[src/rtl/rst_seq_gen.sv]
// rst_seq_gen: synchronised reset hold followed by staggered, maskable per-channel reset release.
module rst_seq_gen #(
  parameter int N_CH        = 4,
  parameter int HOLD_CYCLES = 10,
  parameter int STAGGER     = 4,
  parameter int SYNC_STAGES = 2,
  parameter int CNT_W       = 16
) (
  input  logic             clk,
  input  logic             rstn,
  input  logic             sw_rst_req,
  input  logic [N_CH-1:0]  ch_en,
  output logic [N_CH-1:0]  ch_rstn_o,
  output logic             busy,
  output logic             done,
  output logic [CNT_W-1:0] seq_cnt
);
  localparam int MAXC = HOLD_CYCLES > STAGGER ? HOLD_CYCLES : STAGGER;
  localparam int CW   = $clog2(MAXC + 1);
  localparam int IW   = N_CH > 1 ? $clog2(N_CH) : 1;
  typedef enum logic [1:0] {HOLD, RELEASE, DONE} state_t;
  state_t           state, state_n;
  logic [SYNC_STAGES-1:0] sync;
  logic             rst_sync;
  logic [CW-1:0]    cnt, cnt_n;
  logic [IW-1:0]    idx, idx_n;
  logic [N_CH-1:0]  ch_n, sel;
  logic [CNT_W-1:0] seq_n;
  logic             busy_n, done_n;
  assign rst_sync = sync[SYNC_STAGES-1];
  assign sel      = N_CH'(1) << idx;
  always_ff @(posedge clk or negedge rstn)
    if (!rstn) sync <= '0;
    else       sync <= {sync[SYNC_STAGES-2:0], 1'b1};
  // Synchronous clear while the synchroniser output is low keeps every register at its reset value.
  always_comb begin
    state_n = state;
    cnt_n   = cnt;
    idx_n   = idx;
    ch_n    = ch_rstn_o;
    seq_n   = seq_cnt;
    if (!rst_sync) begin
      state_n = HOLD;
      cnt_n   = '0;
      idx_n   = '0;
      ch_n    = '0;
      seq_n   = '0;
    end else if (sw_rst_req) begin
      state_n = HOLD;
      cnt_n   = '0;
      idx_n   = '0;
      ch_n    = '0;
    end else if (state == HOLD) begin
      state_n = cnt == CW'(HOLD_CYCLES - 1) ? RELEASE : HOLD;
      cnt_n   = cnt == CW'(HOLD_CYCLES - 1) ? '0 : cnt + CW'(1);
    end else if (state == RELEASE) begin
      ch_n = cnt == '0 ? (ch_rstn_o & ~sel) | (ch_en & sel) : ch_rstn_o;
      if (cnt == CW'(STAGGER - 1)) begin
        if (idx == IW'(N_CH - 1)) begin
          state_n = DONE;
          seq_n   = seq_cnt + CNT_W'(seq_cnt != '1);
        end else begin
          idx_n = idx + IW'(1);
          cnt_n = '0;
        end
      end else cnt_n = cnt + CW'(1);
    end
    busy_n = rst_sync && state_n != DONE;
    done_n = rst_sync && state_n == DONE;
  end
  always_ff @(posedge clk or negedge rstn)
    if (!rstn) begin
      state     <= HOLD;
      cnt       <= '0;
      idx       <= '0;
      ch_rstn_o <= '0;
      seq_cnt   <= '0;
      busy      <= 1'b0;
      done      <= 1'b0;
    end else begin
      state     <= state_n;
      cnt       <= cnt_n;
      idx       <= idx_n;
      ch_rstn_o <= ch_n;
      seq_cnt   <= seq_n;
      busy      <= busy_n;
      done      <= done_n;
    end
endmodule

[config.mk]
export PLATFORM = sky130hd
export DESIGN_NAME = rst_seq_gen
export DESIGN_NICKNAME = d
export VERILOG_FILES = /design/src/rtl/rst_seq_gen.sv
export SDC_FILE = /design/constraint.sdc
export NUM_CORES = 1
export LEC_CHECK = 0
export BUFFER_PORTS_ARGS = -buffer_cell sky130_fd_sc_hd__buf_4
export CORE_UTILIZATION = 55
export DETAILED_ROUTE_END_ITERATION = 8
export PLACE_DENSITY_LB_ADDON = 0.1
export SYNTH_ARGS = -nofsm -noshare
export SYNTH_HDL_FRONTEND = slang
export SYNTH_SLANG_ARGS = --single-unit
[constraint.sdc]
create_clock -name clk -period 3.3 [get_ports clk]
set_input_delay 0.66 -clock clk [delete_from_list [all_inputs] [get_ports clk]]
set_output_delay 0.66 -clock clk [all_outputs]
set_load 0.01 [all_outputs]
==> results.tsv <==
stage	metric	value	unit
place	GPL Wtd Cong	0.7888	
setup_path	Reg2Reg Depth	8	
cells_and_area	Finished Cell Area	2028	um2
cells_and_area	Fillers	256	
floorplanning	Initial Util	0.5756	
clock_tree	post-CTS setup buffer count	0	
floorplanning	Die Wd	58.30	um
sta	setup_tns	0	ns
sta	clock skew	0.006765	ns
cells_and_area	layout cell share with drive strength beyond 1	0.1891	
hold_path	worst hold path class	input pin to async pin	
route	WL per Instance	14.09	um
cells_and_area	Area Overhead vs Synth	16.37	%
setup_path	crit path max fanout	11	
yosys	Synth Net Count	187	
power_and_ir_drop	Cell Int Power	0.0005090	W
setup_path	CP delay by family, top	simple AND/OR/NAND/NOR gates	
floorplanning	Die Span Y	58.30	um
setup_path	Slowest-stage cell, CP	or4_1	
route	total routed wirelength	3.452	mm
yosys	Yosys top cell area share	0.4594	
clock_tree	Clock Path Buffers	2	
clock_tree	CTS H-Tree Depth	2	
setup_path	worst-path cell chain	and4_1, nand2_1, or4_1, ha_1, and4bb_1, nand2_1, or4_1, a21oi_1	
yosys	number of synthesized register bits	32	
setup_path	crit path capture type	flip-flop	
global_routing	grt ovf	0	
clock_tree	CTS tree	built	
power_and_ir_drop	Leakage	0.9374	nW
yosys	cells taking the most area after synthesis	dfrtp_1, ha_1, a21oi_1	
setup_path	crit path DAT	2.78	ns
status	status	finished, final reports clean	
sta	Final Slew Violations	0	
sta	headroom to the max-slew limit	0.6089	
floorplanning	DIE AREA	3398	um2
setup_path	Crit Path Class	flip-flop to flip-flop	
power_and_ir_drop	Clk network pwr share	0.359	
yosys	top-count cell post-synth	dfrtp_1	
global_routing	all-layer global routing usage	0.2296	
power_and_ir_drop	sequential share of power	0.599	
run	Max Cap Viol	0	
setup_path	CP peak stage delay	0.57	ns
cells_and_area	nets	216	
setup_path	critical path launch point type	flip-flop	
setup_path	reg2reg end	seq_cnt[14]	
power_and_ir_drop	Gate power share	0.042	
route	DRT Pass-1 Iters	4	
setup_path	worst r2r src	seq_cnt[2]	
clock_tree	Clock transition at path regs	0.10	ns
clock_tree	CTS Buf Count	5	
yosys	Mapped Cells	171	
yosys	average cell area after synthesis	10.19	um2
route	drt drc	0	
floorplanning	Core Area	3028	um2
setup_path	Worst Path Required	3.51	ns
floorplanning	row cnt	20	
sta	final hold vios	0	
setup_path	WP buf/inv	0	
yosys	Commonest cells post-synth	dfrtp_1, nor2_1, a21oi_1	
yosys	asr flop ratio synth	1.000	
clock_tree	Root Driver	clkbuf_4	
floorplanning	Ports	29	
route	Via density	5.678	
yosys	Ys Warns	0	
sta	period utilization	0.7779	
power_and_ir_drop	Cell Pwr Density	326.5	nW/um2
place	hpwl dp	2.534	mm
global_routing	global-route wire length before repair	5.823	mm
sta	RSZ-0062 raised after global routing	no	
yosys	EDFF count, synth	0	
power_and_ir_drop	VDD IR max	0.0002703	V
route	total number of vias	1391	
yosys	post-synth top area cell	dfrtp_1	
clock_tree	hold_buf cts	0	
cells_and_area	n_diodes	0	
global_routing	initial antenna violation count	0	
sta	Fmax	389.6	MHz
setup_path	reg2reg setup slack	0.73	ns
place	area post-placement	1969	um2
sta	Slew @ Worst Pin	0.5842	ns
yosys	top_reg_cell synth	dfrtp_1	
global_routing	vias in the first global route	1332	
clock_tree	Worst-Skew Late Latency	0.34	ns
clock_tree	CTS sink cnt	32	
power_and_ir_drop	Sw Ratio	0.2313	
yosys	synthesized area	1743	um2
power_and_ir_drop	P_sw	0.0001532	W
global_routing	largest net degree at the start of global routing	33	
route	DRT antenna net count	0	
yosys	distinct cell type count after synthesis	39	
yosys	Seq/Total Area, Yosys	0.4594	
sta	crit path time final	2.567	ns
route	Detailed Route Iter0 Violations	110	
sta	final setup fails	0	
place	quantity of I/O buffers inserted on ports	28	
clock_tree	post-CTS sizing	0	
==> sequential cells by signal, summed over array words and instances (netlist names) <==
| name | cells |
|---|---|
| idx | 2 |
| ch_rstn_o | 4 |
| busy | 1 |
| seq_cnt | 16 |
| done | 1 |
| cnt | 4 |
| state | 2 |
| sync | 2 |
==> area by class of cell <==
class	instances	area, um2	area share
Sequential cell	32	800.8	0.3948
Multi-Input combinational cell	125	873.3	0.4306
Inverter	8	30.03	0.01481
Tap cell	44	55.05	0.02714
Timing Repair Buffer	28	210.2	0.1036
Clock buffer	8	58.81	0.02899
==> worst max path at each step <==
stage | start | end | slack [ns] | depth (start not counted)
floorplan | seq_cnt[2] | seq_cnt[12] | 0.93 | 9
global placement | seq_cnt[2] | seq_cnt[14] | 0.90 | 8
detailed placement | seq_cnt[2] | seq_cnt[12] | 0.76 | 8
CTS | seq_cnt[2] | seq_cnt[12] | 0.74 | 8
global route | seq_cnt[2] | seq_cnt[10] | 0.54 | 8
finish | seq_cnt[2] | seq_cnt[14] | 0.73 | 8
==> layer usage <==
layer | part of all wire | wire length [um] | vias to the layer above | track usage
met3 | 0.027 | 93 | 6 | 0.05055
met2 | 0.56 | 1922 | 24 | 0.4122
li1 | - | - | 673 | -
met5 | 0 | 0 | - | 0
met1 | 0.40 | 1381 | 688 | 0.2562
met4 | 0.016 | 55 | 0 | 0.1156
==> layout by cell type (no fill, tap or decap) <==
cell and count:
o211ai_1 1, xnor2_1 2, inv_1 7, nor4b_4 1, clkbuf_8 1, nand2b_1 7
a41o_1 1, dfrtp_1 32, o21ai_0 4, nand4_4 1, clkbuf_4 5, nand2_1 7
or3b_1 1, or4_1 8, mux2i_1 5, and4b_1 1, and4_1 2, or3_1 2
nand3b_1 1, clkinv_1 1, a21oi_1 14, conb_1 1, nand3_1 8, o31ai_1 6
nor3_1 3, nand4bb_1 1, nor2_1 17, and3_1 1, and4bb_1 1, buf_4 28
and4bb_4 1, ha_1 9, nand4_1 7, a31o_2 1, xor2_1 6, clkbuf_1 2
a31oi_1 1, and2_1 2, and3b_1 1, nor3b_1 1
==> power groups by stage <==
stage          clock (W)  combinational, W  sequential, W
2_1_floorplan          0         0.0000111       0.000405
4_1_cts         0.000245         0.0000291       0.000397
3_3_place_gp           0         0.0000280       0.000404
5_1_grt         0.000257         0.0000323       0.000398
6_report        0.000237         0.0000279       0.000397
3_5_place_dp           0         0.0000291       0.000405
==> through the flow <==
| step | setup slack (ns) | total power [W] | instances | hold WS (ns) | util |
|---|---|---|---|---|---|
| 2_1_floorplan | 0.9333 | 0.0004157 | 171 | 0.3312 | - |
| 3_3_place_gp | 0.8955 | 0.0004324 | 237 | 0.3334 | 0.6504 |
| 3_5_place_dp | 0.7648 | 0.0004338 | 237 | 0.3378 | 0.6504 |
| 4_1_cts | 0.7404 | 0.0006706 | 245 | 0.2502 | 0.6698 |
| 5_1_grt | 0.5438 | 0.0006866 | 245 | 0.2765 | 0.6698 |
| 6_report | 0.7330 | 0.0006622 | 245 | 0.2445 | 0.6698 |
==> logic make-up (layout without fill, tap and decap cells) <==
logic type      after synthesis  count (layout)  synth area share
simple gates                 74              74            0.2692
buf+inv                      14              44           0.03948
other cells                   1               1          0.002152
compound gates               28              28           0.09620
xor+xnor                      8               8           0.04020
mux                           5               5           0.02872
fa+ha+maj                     9               9           0.06461
flops                        32              32            0.4594
==> worst register-to-register path: stages, from the launching register on <==
cell and delay (ns):
dfrtp_1 0.44, and4_1 0.30, nand2_1 0.23, or4_1 0.57, ha_1 0.20, and4bb_1 0.22
nand2_1 0.25, or4_1 0.16, a21oi_1 0.06
Note: power is estimated with default switching activity, not from simulation.
